--- config.mk ---
export PLATFORM = sky130hd
export DESIGN_NAME = predictor_update_ctrl
export DESIGN_NICKNAME = d
export VERILOG_FILES = /design/src/rtl/predictor_pkg.sv /design/src/rtl/sync_fifo.sv /design/src/rtl/predictor_update_ctrl.sv
export SDC_FILE = /design/constraint.sdc
export NUM_CORES = 1
export LEC_CHECK = 0
export CORE_AREA = 2 2 166 168
export CTS_CLUSTER_SIZE = 24
export DETAILED_ROUTE_END_ITERATION = 10
export DIE_AREA = 0 0 168 170
export GPL_ROUTABILITY_DRIVEN = 0
export MAX_ROUTING_LAYER = met4
export PLACE_DENSITY_LB_ADDON = 0.12
export SYNTH_ARGS = -nofsm -noshare
export SYNTH_HDL_FRONTEND = slang
export SYNTH_SLANG_ARGS = --single-unit
export TNS_END_PERCENT = 1
--- constraint.sdc ---
create_clock -name clockIn -period 6.6 [get_ports clockIn]
set_input_delay 0.66 -clock clockIn [delete_from_list [all_inputs] [get_ports clockIn]]
set_output_delay 0.66 -clock clockIn [all_outputs]
set_load 0.01 [all_outputs]
--- src/rtl/predictor_pkg.sv ---
// predictor_pkg: shared FSM encoding and predictor update record
package predictor_pkg;

   typedef enum logic [1:0] {
      IDLE   = 2'd0,
      DRAIN  = 2'd1,
      PAUSED = 2'd2
   } state_e;

   typedef struct packed {
      logic [31:0] addr;
      logic        taken;
   } upd_t;

   localparam int UPD_W = $bits(upd_t);

endpackage

--- src/rtl/sync_fifo.sv ---
// sync_fifo: single-clock FIFO with registered count, no read bypass
module sync_fifo #(
   parameter int WIDTH = 33,
   parameter int AW    = 3
) (
   input  logic             clk,
   input  logic             rst_n,
   input  logic             push,
   input  logic             pop,
   input  logic [WIDTH-1:0] din,
   output logic [WIDTH-1:0] dout,
   output logic [AW:0]      count,
   output logic             full,
   output logic             empty
);

   localparam int DEPTH = 1 << AW;

   logic [WIDTH-1:0] mem_q [DEPTH];
   logic [AW-1:0]    wr_q, rd_q;
   logic [AW:0]      count_q;
   logic             do_push, do_pop;

   assign full    = count_q == (AW+1)'(DEPTH);
   assign empty   = count_q == '0;
   assign do_push = push && !full;
   assign do_pop  = pop && !empty;
   assign dout    = mem_q[rd_q];
   assign count   = count_q;

   // pointers wrap naturally at DEPTH; count tracks occupancy 0..DEPTH
   always_ff @(posedge clk or negedge rst_n) begin
      if (!rst_n) begin
         wr_q    <= '0;
         rd_q    <= '0;
         count_q <= '0;
      end else begin
         if (do_push) wr_q <= wr_q + 1'b1;
         if (do_pop) rd_q <= rd_q + 1'b1;
         count_q <= count_q + (AW+1)'(do_push) - (AW+1)'(do_pop);
      end
   end

   // storage needs no reset: stale slots are never read while empty
   always_ff @(posedge clk) begin
      if (do_push) mem_q[wr_q] <= din;
   end

endmodule

--- src/rtl/predictor_update_ctrl.sv ---
// predictor_update_ctrl: buffers ROB branch outcomes and drains them to the predictor
module predictor_update_ctrl
   import predictor_pkg::*;
#(
   parameter int FIFO_WIDTH  = 3,
   parameter int COUNT_WIDTH = 32
) (
   input  logic                   clockIn,
   input  logic                   resetIn,
   input  logic                   robValid,
   input  logic [31:0]            robAddr,
   input  logic                   robTaken,
   input  logic                   robPredicted,
   output logic                   robReady,
   input  logic                   pauseIn,
   input  logic                   clearStatsIn,
   output logic                   updateValid,
   output logic [31:0]            updateInstr,
   output logic                   taken,
   output logic [COUNT_WIDTH-1:0] branchCount,
   output logic [COUNT_WIDTH-1:0] mispredictCount,
   output logic                   idle
);

   state_e                 state_q, state_d;
   logic                   uv_q, taken_q;
   logic [31:0]            instr_q;
   logic [COUNT_WIDTH-1:0] bc_q, bc_d, mc_q, mc_d;
   logic                   push, pop, full, empty;
   logic [FIFO_WIDTH:0]    count, cnt_d;
   upd_t                   head, tail;

   assign tail     = '{addr: robAddr, taken: robTaken};
   assign robReady = !full;
   assign push     = robValid && robReady;
   assign pop      = !pauseIn && !empty;

   sync_fifo #(.WIDTH(UPD_W), .AW(FIFO_WIDTH)) u_fifo (
      .clk   (clockIn),
      .rst_n (resetIn),
      .push  (push),
      .pop   (pop),
      .din   (tail),
      .dout  (head),
      .count (count),
      .full  (full),
      .empty (empty)
   );

   // next state follows post-edge occupancy and pause level; statistics count accepted pushes
   always_comb begin
      cnt_d   = count + (FIFO_WIDTH+1)'(push) - (FIFO_WIDTH+1)'(pop);
      state_d = (cnt_d == '0) ? IDLE : pauseIn ? PAUSED : DRAIN;
      bc_d    = (clearStatsIn ? '0 : bc_q) + COUNT_WIDTH'(push);
      mc_d    = (clearStatsIn ? '0 : mc_q) + COUNT_WIDTH'(push && (robTaken != robPredicted));
   end

   // FSM, registered update port and counters; reset drops any in-flight update
   always_ff @(posedge clockIn or negedge resetIn) begin
      if (!resetIn) begin
         state_q <= IDLE;
         uv_q    <= 1'b0;
         instr_q <= '0;
         taken_q <= 1'b0;
         bc_q    <= '0;
         mc_q    <= '0;
      end else begin
         state_q <= state_d;
         uv_q    <= pop;
         if (pop) begin
            instr_q <= head.addr;
            taken_q <= head.taken;
         end
         bc_q <= bc_d;
         mc_q <= mc_d;
      end
   end

   assign updateValid     = uv_q;
   assign updateInstr     = instr_q;
   assign taken           = taken_q;
   assign branchCount     = bc_q;
   assign mispredictCount = mc_q;
   assign idle            = (state_q == IDLE) && !uv_q;

endmodule

==> results.sh, run 1 <==
export IMPL_pwr_density_cell_nw_per_um2=389
export IMPL_synth_compound_area_share=0.0367
export IMPL_worst_setup_hold_path_clk_slew_ps=60
export IMPL_post_dp_cell_area_um2=16800
export IMPL_cp_max_fo=14
export IMPL_layout_area_seq_um2=10700
export IMPL_yosys_register_bits=374
export IMPL_xor_xnor_share_of_the_synthesized_area=0.0204
export IMPL_detailed_placement_hpwl_um=16800
export IMPL_first_global_vias=8384
export IMPL_area_fraction_in_and_or_nand_and_nor_cells_after_synthesis=0.0725
export IMPL_num_nets_final=1107
export IMPL_port_buffers=138
export IMPL_fin_crit_sh=0.511
export IMPL_fmax_mhz=297
export IMPL_ff2ff_setup_slack_ps=3230
export IMPL_clk_insertion_delay_late_ps=530
export IMPL_average_size_of_a_mapped_cell_um2=16.6
export IMPL_critical_path_depth=10
export IMPL_worstReg2RegStart="u_fifo.count[1]"
export IMPL_worstSetupEndpointType="flip-flop"
export IMPL_cellLeakagePower_nw=6.31
export IMPL_finalNonFillerCells=1425
export IMPL_max_cap_violations=0
export IMPL_tritoncts="done"
export IMPL_drt_vias_per_instance=5.80
export IMPL_drt_iter0_markers=574
export IMPL_yosys_area_share_adder=0.0135
export IMPL_die_w_um=168
export IMPL_numPlacedInstances=1353
export IMPL_final_setup_viol_count=0
export IMPL_ir_drop_v=0.000299
export IMPL_synth_largest_type_area_fraction=0.528
export IMPL_final_area_um2=18000
export IMPL_antenna_found_initial=1
export IMPL_cts_path_max_buffers=3
export IMPL_tritoncts_num_buffers=39
export IMPL_grt_setup_unrepaired="no"
export IMPL_reg2regPathDepth=10
export IMPL_area_growth_syn_to_layout_pct=20.2
export IMPL_worst_path_max_delay_cell="or4_1"
export IMPL_worst_margin_slew_ps=923
export IMPL_status="complete, no violations"
export IMPL_detailed_route_wl_um=29200
export IMPL_synth_edf_count=264
export IMPL_synth_async_sr_flop_share=0.294
export IMPL_reg2reg_to="mispredictCount[22]"
export IMPL_synth_top_cells_by_count="264 x edfxtp_1, 110 x dfrtp_1, 66 x mux4_2"
export IMPL_via_count=8260
export IMPL_syn_num_nets=957
export IMPL_worst_setup_path_type="flip-flop to flip-flop"
export IMPL_kind_of_cell_with_the_highest_combined_delay_on_the_critical_path="simple AND/OR/NAND/NOR gates"
export IMPL_post_synth_mux_area_share=0.127
export IMPL_cts_sinks=374
export IMPL_yosysWarningCount=0
export IMPL_overall_global_routing_usage=0.216
export IMPL_synth_area_leader_cell="edfxtp_1"
export IMPL_cts_setup_buffers=0
export IMPL_hp_class="input pin to async pin"
export IMPL_fin_setup_tns_ps=0
export IMPL_slew_headroom=0.385
export IMPL_rows=60
export IMPL_synth_top_family_by_area="multiplexers"
export IMPL_initial_cell_density_of_the_core=0.563
export IMPL_startpoint="u_fifo.count[1]"
export IMPL_detail_route_wl_per_cell_um=20.5
export IMPL_placeable_core_region_um2=26700
export IMPL_synthMostInstantiatedCell="edfxtp_1"
export IMPL_boundaryPins=139
export IMPL_report_final_hold_viol_count=0
export IMPL_crit_path_start_kind="flip-flop"
export IMPL_num_fill_cells=1812
export IMPL_seq_area_frac_synth=0.712
export IMPL_largest_net_degree_at_the_start_of_global_routing=71
export IMPL_holdBufCountCts=0
export IMPL_path_buf_inv=1
export IMPL_drt_pass1_iter_count=4
export IMPL_syn_inst=903
export IMPL_synthTopCellsByArea="edfxtp_1 53%, dfrtp_1 18%, mux4_2 9.9%, mux2i_1 2.2%, a21oi_1 2.0%"
export IMPL_worst_setup_path_endpoint="mispredictCount[22]"
export IMPL_drcViolationCount=0
export IMPL_timing_critical_path_cells="nor2_1 > nand2_1 > nand2_1 > nor2_1 > ha_1 > ha_1 > inv_1 > or4_1 > or4_1 > a21oi_1"
export IMPL_post_layout_utilization_of_the_core=0.677
export IMPL_die_h_um=170
export IMPL_dominantRegCellSynth="edfxtp_1"
export IMPL_postCtsResizedCells=0
export IMPL_grt_overflow_total=0
export IMPL_drive_above_1_share=0.149
export IMPL_multiInputGateArea_um2=4110
export IMPL_cpPeakStageDelay_ps=770
export IMPL_finalMaxSlewViolations=0
export IMPL_critPathArrivalTime_ps=3800
export IMPL_ys_types=41
export IMPL_critical_path_required_ps=7030
export IMPL_grt_first_pass_wirelength_um=46300
export IMPL_synth_area_um2=15000
export IMPL_clock_tree_htree_level_count=2
export IMPL_final_min_period_ps=3370
export IMPL_floorplan_die_area_um2=28600
export IMPL_cts_root_buf="clkbuf_16"
export IMPL_clock_skew_ps=15.7
export IMPL_ant_nets=0
per-stage QoR:
step	hold slack [ps]	power (mW)	setup slack, ps
finish	260	7.02	3230
global route	361	7.35	2850
CTS	303	7.11	3120
detailed placement	520	4.99	2650
global placement	510	4.95	2710
floorplan	364	4.33	1780
state kept, by name (all words and copies together) (netlist names), 2 cells and up:
signal / cells
u_fifo.rd_q: 3
updateInstr: 32
mispredictCount: 32
u_fifo.count: 4
u_fifo.wr_q: 3
state_q: 2
u_fifo.mem_q: 264
branchCount: 32
how the worst min path moves through the flow:
| stage | start | end | slack (ps) | depth (start not counted) |
|---|---|---|---|---|
| final | resetIn | branchCount[17] | 260 | 1 |
| after global routing | resetIn | branchCount[17] | 360 | 1 |
| after CTS | resetIn | branchCount[17] | 300 | 1 |
| after detailed placement | updateInstr[24] | updateInstr[24] | 520 | 2 |
| after global placement | updateInstr[0] | updateInstr[0] | 510 | 2 |
| after floorplan | resetIn | branchCount[0] | 360 | 0 |
metal layers:
layer  GRT usage  vias to the layer above  wire [um]
met5           -                        -          0
met4      0.0594                        0        546
met3      0.0349                       48       1470
met2       0.354                      220      14600
met1       0.286                     4180      12600
li1            -                     3812          -
kinds of logic (layout without fill, tap and decap cells):
logic type / count (synthesis) / in the layout
buf+inv: 68 / 248
xor+xnor: 35 / 35
mux: 107 / 107
fa+ha+maj: 15 / 15
other cells: 0 / 1
simple gates: 208 / 208
flops: 374 / 374
compound gates: 96 / 96
power breakdown:
part           internal (mW)  switching (mW)  leakage [nW]
combinational          0.896           0.839          1.91
sequential              2.93           0.239          3.80
clock                   1.25           0.867         0.605
total                   5.07            1.95          6.31
area by class of cell:
cell class                      instances  share of cell area
Inverter                               24             0.00499
Multi-Input combinational cell        461               0.228
Clock inverter                         17             0.00964
Tap cell                              341              0.0237
Timing Repair Buffer                  153              0.0824
Antenna cell                            1            0.000139
Clock buffer                           54              0.0590
Sequential cell                       374               0.592
placed cells by master (no fill, tap or decap), types with 8 or more instances in the layout:
master	n
ha_1	13
mux2i_1	33
edfxtp_1	264
nand4_1	14
mux2_2	8
clkbuf_1	13
xor2_1	12
or3_1	14
mux4_2	66
xnor2_1	23
nor2_1	63
nand2_1	32
nand3_1	21
clkbuf_16	40
or4_1	16
nor3_1	9
nor2b_1	10
o21ai_0	13
dfrtp_1	107
o31ai_1	10
a21oi_1	59
buf_4	16
clkinv_2	8
clkdlybuf4s50_1	136
inv_1	23
Note: power is estimated with default switching activity, not from simulation.
==> inputs of run 2 (changes only) <==
==> constraint.sdc (replaced) <==
create_clock -name clockIn -period 3.15 [get_ports clockIn]
set_input_delay 0.315 -clock clockIn [delete_from_list [all_inputs] [get_ports clockIn]]
set_output_delay 0.315 -clock clockIn [all_outputs]
set_load 0.01 [all_outputs]
==> results.sh, run 2 (synthesis results as in run 1) <==
export IMPL_die_h_um=170
export IMPL_largest_net_degree_at_the_start_of_global_routing=71
export IMPL_worstSetupEndpointType="flip-flop"
export IMPL_final_setup_viol_count=0
export IMPL_drt_iter0_markers=779
export IMPL_design_power_total_mw=14.7
export IMPL_clock_tree_htree_level_count=2
export IMPL_drt_vias_per_instance=5.84
export IMPL_clock_skew_ps=15.2
export IMPL_boundaryPins=139
export IMPL_num_nets_final=1128
export IMPL_clk_insertion_delay_late_ps=520
export IMPL_antenna_found_initial=2
export IMPL_worst_setup_hold_path_clk_slew_ps=60
export IMPL_die_w_um=168
export IMPL_cts_root_buf="clkbuf_16"
export IMPL_area_growth_syn_to_layout_pct=21.6
export IMPL_ff2ff_setup_slack_ps=270
export IMPL_cts_sinks=374
export IMPL_internal_power_mw=10.5
export IMPL_final_cell_mix="264 x edfxtp_1, 136 x clkdlybuf4s50_1, 107 x dfrtp_1, 66 x mux4_2, 63 x nor2_1"
export IMPL_layout_cells_most_common="edfxtp_1"
export IMPL_grt_setup_unrepaired="no"
export IMPL_port_buffers=138
export IMPL_holdCritStartpoint="clearStatsIn"
export IMPL_cts_setup_buffers=0
export IMPL_drt_pass1_iter_count=5
export IMPL_timing_hold_worst_path_depth=3
export IMPL_critPathArrivalTime_ps=3270
export IMPL_status="complete, no violations"
export IMPL_cp_max_fo=12
export IMPL_share_seq_of_total_power=0.456
export IMPL_timing_critical_path_cells="inv_1 > ha_1 > nand2_1 > nand2_1 > nor2_1 > ha_1 > nand2_1 > or4_1 > nor4_1 > mux2_2"
export IMPL_detailed_placement_hpwl_um=17600
export IMPL_crit_path_start_kind="flip-flop"
export IMPL_via_count=8447
export IMPL_hp_class="input pin to flip-flop"
export IMPL_worst_path_max_delay_cell="or4_1"
export IMPL_grt_overflow_total=0
export IMPL_post_dp_cell_area_um2=17100
export IMPL_cellLeakagePower_nw=6.41
export IMPL_power_switching_mw=4.13
export IMPL_reg2reg_to="mispredictCount[31]"
export IMPL_largest_register_ffs=264
export IMPL_fmax_mhz=348
export IMPL_slew_headroom=0.450
export IMPL_reg2regPathDepth=10
export IMPL_placeable_core_region_um2=26700
export IMPL_report_final_hold_viol_count=0
export IMPL_first_global_vias=8588
export IMPL_rows=60
export IMPL_grt_first_pass_wirelength_um=48100
export IMPL_pwr_density_cell_nw_per_um2=804
export IMPL_share_clk_of_total_power=0.287
export IMPL_timing_hold_worst_endpoint="branchCount[0]"
export IMPL_ant_nets=0
export IMPL_detail_route_wl_per_cell_um=21.0
export IMPL_post_layout_utilization_of_the_core=0.684
export IMPL_worstReg2RegStart="u_fifo.count[2]"
export IMPL_overall_global_routing_usage=0.227
export IMPL_detailed_route_wl_um=30400
export IMPL_drive_above_1_share=0.161
export IMPL_tritoncts="done"
export IMPL_max_cap_violations=0
export IMPL_num_fill_cells=1801
export IMPL_ir_drop_v=0.000577
export IMPL_critical_path_required_ps=3550
export IMPL_swShare=0.282
export IMPL_worst_setup_path_type="flip-flop to flip-flop"
export IMPL_initial_cell_density_of_the_core=0.563
export IMPL_timing_critical_path_mode_cell="nand2_1"
export IMPL_cts_path_max_buffers=3
export IMPL_tritoncts_num_buffers=38
export IMPL_registers_top_by_ff_count="u_fifo.mem_q"
export IMPL_drcViolationCount=0
export IMPL_final_min_period_ps=2880
export IMPL_final_area_um2=18200
export IMPL_floorplan_die_area_um2=28600
export IMPL_cpPeakStageDelay_ps=720
export IMPL_hold_worst_slack_ps=225
export IMPL_finalMaxSlewViolations=0
export IMPL_worst_margin_slew_ps=825
export IMPL_power_combinational_fraction=0.258
export IMPL_fin_crit_sh=0.913
==> run 2: changes by cell type in the layout (fill, tap and decap cells not counted), moves of 2 or more <==
cell       before  now
buf_12          0    6
buf_4          16   31
bufinv_16       3    1
clkbuf_1       13   10
clkinv_1        3    8
clkinv_2        8    5
==> run 2: worst max-delay path by stage <==
stage / start / end / slack [ps] / cells after the start
after CTS: u_fifo.count[2] / mispredictCount[31] / 230 / 10
after global placement: robTaken / mispredictCount[31] / 90 / 8
after floorplan: u_fifo.count[2] / u_fifo.mem_q[6][0] / -880 / 7
after global routing: u_fifo.count[2] / branchCount[22] / 2 / 13
after detailed placement: robTaken / mispredictCount[31] / 50 / 8
final: u_fifo.count[2] / mispredictCount[31] / 270 / 10
==> run 2: layer usage <==
metal | vias up | part of all wire | wire length (um) | GRT usage
li1 | 3854 | - | - | -
met1 | 4332 | 0.45 | 13600 | 0.305
met2 | 225 | 0.50 | 15100 | 0.376
met3 | 36 | 0.044 | 1340 | 0.0367
met4 | 0 | 0.012 | 378 | 0.0442
met5 | - | 0 | 0 | -
==> run 2: layout make-up <==
type                    instances  area [um^2]  share of cell area
flip-flops and latches        374        10700               0.586
well taps                     341          427              0.0234
diodes                          2         5.00            0.000274
clock buffers                  51         1040              0.0571
clock inverters                18          133             0.00727
inverters                      24         90.1             0.00494
repair buffers                175         1730              0.0948
multi-input cells             461         4130               0.226
==> run 2: timing repair <==
action / 4_1_cts / 5_1_grt
resized for setup: 0 / 0
hold endpoints to repair: 44 / 0
hold buffers: 1 / 0
==> run 2: worst max-delay path, delay by kind of cell (launching register included) <==
kind,cells,cell delay (ps)
DFF,1,320
adders and majority gates,2,460
buffers and inverters,1,60
and+or+nand+nor,6,1560
muxes,1,370
==> run 2: through the flow <==
| step | instances | TNS [ps] | setup slack, ps |
|---|---|---|---|
| after global placement | 1374 | 0 | 86.8 |
| after detailed placement | 1374 | 0 | 48.5 |
| after CTS | 1444 | 0 | 231 |
| after floorplan | 903 | -116630 | -880 |
| after global routing | 1446 | 0 | 2.31 |
| final | 1446 | 0 | 274 |
==> run 2: power by group through the flow <==
stage | clock network, mW | registers [mW] | logic, mW
2_1_floorplan | 0 | 6.58 | 2.48
3_3_place_gp | 0 | 6.75 | 3.76
3_5_place_dp | 0 | 6.79 | 3.82
4_1_cts | 4.29 | 6.70 | 3.85
5_1_grt | 4.48 | 6.78 | 4.11
6_report | 4.20 | 6.68 | 3.78
==> inputs of run 3 (changes only) <==
--- a/config.mk
+++ b/config.mk
@@ -11,7 +11,7 @@
 export DIE_AREA = 0 0 168 170
 export GPL_ROUTABILITY_DRIVEN = 0
 export MAX_ROUTING_LAYER = met4
-export PLACE_DENSITY_LB_ADDON = 0.12
+export PLACE_DENSITY = 0.78
 export SYNTH_ARGS = -nofsm -noshare
 export SYNTH_HDL_FRONTEND = slang
 export SYNTH_SLANG_ARGS = --single-unit
==> constraint.sdc (replaced) <==
create_clock -name clockIn -period 3.15 [get_ports clockIn]
set_input_delay 0.315 -clock clockIn [delete_from_list [all_inputs] [get_ports clockIn]]
set_output_delay 0.315 -clock clockIn [all_outputs]
set_load 0.02 [all_outputs]
==> results.sh, run 3 (synthesis results as in run 1) <==
export IMPL_status="complete, no violations"
export IMPL_floorplan_die_area_um2=28600
export IMPL_ant_nets=0
export IMPL_placeable_core_region_um2=26700
export IMPL_drcViolationCount=0
export IMPL_ir_drop_v=0.000632
export IMPL_kind_of_cell_with_the_highest_combined_delay_on_the_critical_path="simple AND/OR/NAND/NOR gates"
export IMPL_cts_setup_buffers=0
export IMPL_final_min_period_ps=2920
export IMPL_cts_root_buf="clkbuf_16"
export IMPL_largest_net_degree_at_the_start_of_global_routing=71
export IMPL_post_layout_utilization_of_the_core=0.688
export IMPL_grt_first_pass_wirelength_um=49900
export IMPL_cts_path_max_buffers=3
export IMPL_area_growth_syn_to_layout_pct=22.3
export IMPL_timing_critical_path_mode_cell="ha_1"
export IMPL_report_final_hold_viol_count=0
export IMPL_swShare=0.289
export IMPL_num_nets_final=1131
export IMPL_cpPeakStageDelay_ps=650
export IMPL_timing_critical_path_cells="inv_1 > ha_1 > nand2_1 > nand2_1 > nor2_1 > ha_1 > ha_1 > inv_1 > or4_1 > buf_4 > o311ai_0 > o41ai_1"
export IMPL_power_switching_mw=4.40
export IMPL_drt_vias_per_instance=5.91
export IMPL_overall_global_routing_usage=0.236
export IMPL_hp_class="input pin to flip-flop"
export IMPL_slew_headroom=0.464
export IMPL_clk_insertion_delay_late_ps=530
export IMPL_drt_iter0_markers=775
export IMPL_numPlacedInstances=1376
export IMPL_dpl_worst_slack_ps=88.9
export IMPL_worst_margin_slew_ps=804
export IMPL_clock_tree_htree_level_count=2
export IMPL_crit_path_start_kind="flip-flop"
export IMPL_drive_above_1_share=0.169
export IMPL_worst_setup_hold_path_clk_slew_ps=60
export IMPL_registers_top_by_ff_count="u_fifo.mem_q"
export IMPL_drt_pass1_iter_count=5
export IMPL_fin_setup_tns_ps=0
export IMPL_initial_cell_density_of_the_core=0.563
export IMPL_fin_crit_sh=0.926
export IMPL_worstSetupEndpointType="flip-flop"
export IMPL_fmax_mhz=343
export IMPL_power_combinational_fraction=0.264
export IMPL_final_area_um2=18300
export IMPL_critical_path_required_ps=3530
export IMPL_die_w_um=168
export IMPL_share_clk_of_total_power=0.296
export IMPL_detailed_placement_hpwl_um=18900
export IMPL_share_seq_of_total_power=0.439
export IMPL_largest_register_ffs=264
export IMPL_first_global_vias=8782
export IMPL_pwr_density_cell_nw_per_um2=830
export IMPL_detail_route_wl_per_cell_um=21.8
export IMPL_internal_power_mw=10.8
export IMPL_finalNonFillerCells=1451
export IMPL_die_h_um=170
export IMPL_port_buffers=138
export IMPL_worst_path_max_delay_cell="or4_1"
export IMPL_clock_skew_ps=16.4
export IMPL_rows=60
export IMPL_post_dp_cell_area_um2=17000
export IMPL_cellLeakagePower_nw=6.48
export IMPL_tritoncts="done"
export IMPL_layout_cells_most_common="edfxtp_1"
export IMPL_grt_setup_unrepaired="no"
export IMPL_tritoncts_num_buffers=39
export IMPL_hold_worst_slack_ps=219
export IMPL_path_buf_inv=3
export IMPL_final_setup_viol_count=0
export IMPL_via_count=8574
export IMPL_design_power_total_mw=15.2
export IMPL_worst_setup_path_type="flip-flop to flip-flop"
export IMPL_critPathArrivalTime_ps=3300
export IMPL_boundaryPins=139
export IMPL_antenna_found_initial=2
export IMPL_detailed_route_wl_um=31700
export IMPL_grt_overflow_total=0
export IMPL_final_cell_mix="264 x edfxtp_1, 136 x clkdlybuf4s50_1, 107 x dfrtp_1, 66 x mux4_2, 63 x nor2_1"
export IMPL_max_cap_violations=0
export IMPL_postLayoutSetupSlackWorst_ps=232
export IMPL_cts_sinks=374
export IMPL_finalMaxSlewViolations=0
export IMPL_cp_max_fo=8
export IMPL_ff2ff_setup_slack_ps=230
[run 3: cell types whose count changed in the layout (fill, tap and decap cells not counted), sizes merged]
cell | before | now
clkbuf | 51 | 56
clkinv | 15 | 10
buf | 38 | 40
bufinv | 1 | 3
inv | 24 | 25
[run 3: path summary, 6_finish.rpt]
| kind | from | endpoint | depth (start not counted) |
|---|---|---|---|
| worst max-delay path | u_fifo.count[2] | mispredictCount[20] | 12 |
| worst min-delay path | clearStatsIn | branchCount[0] | 3 |
| worst max register to register | u_fifo.count[2] | mispredictCount[20] | 12 |
| worst min register to register | updateInstr[1] | updateInstr[1] | 2 |
| max in group asynchronous | resetIn | updateInstr[0] | 3 |
| min in group asynchronous | resetIn | branchCount[27] | 2 |
[run 3: cell type report]
class,count,area (um^2)
clock buffer,56,1110
sequential,374,10700
antenna,2,5.00
multi-input combinational,461,4130
tap,341,427
clock inverter,16,171
timing repair buffer,177,1720
inverter,24,90.1
fill,1690,8310
[run 3: worst min-delay path, stage by stage]
cell and delay [ps]:
buf_2 140, nor2b_1 120, ha_1 120
[run 3: power by group through the flow]
stage / clock [mW] / combinational (mW) / sequential, mW
2_1_floorplan: 0 / 2.49 / 6.76
4_1_cts: 4.60 / 4.10 / 6.70
3_5_place_dp: 0 / 4.03 / 6.77
6_report: 4.52 / 4.03 / 6.69
5_1_grt: 4.79 / 4.36 / 6.77
3_3_place_gp: 0 / 3.95 / 6.72
[run 3: repair_timing]
item | CTS | global route
hold buffers | 1 | 0
gates resized for setup | 0 | 0
hold endpoints to repair | 56 | 0
[run 3: per-layer routing]
| metal | vias to the layer above | track usage | wire length, um | share of wire |
|---|---|---|---|---|
| met5 | - | - | 0 | 0 |
| li1 | 3861 | - | - | - |
| met2 | 273 | 0.393 | 16200 | 0.51 |
| met3 | 59 | 0.0433 | 1770 | 0.056 |
| met4 | 0 | 0.0647 | 641 | 0.020 |
| met1 | 4381 | 0.304 | 13000 | 0.41 |
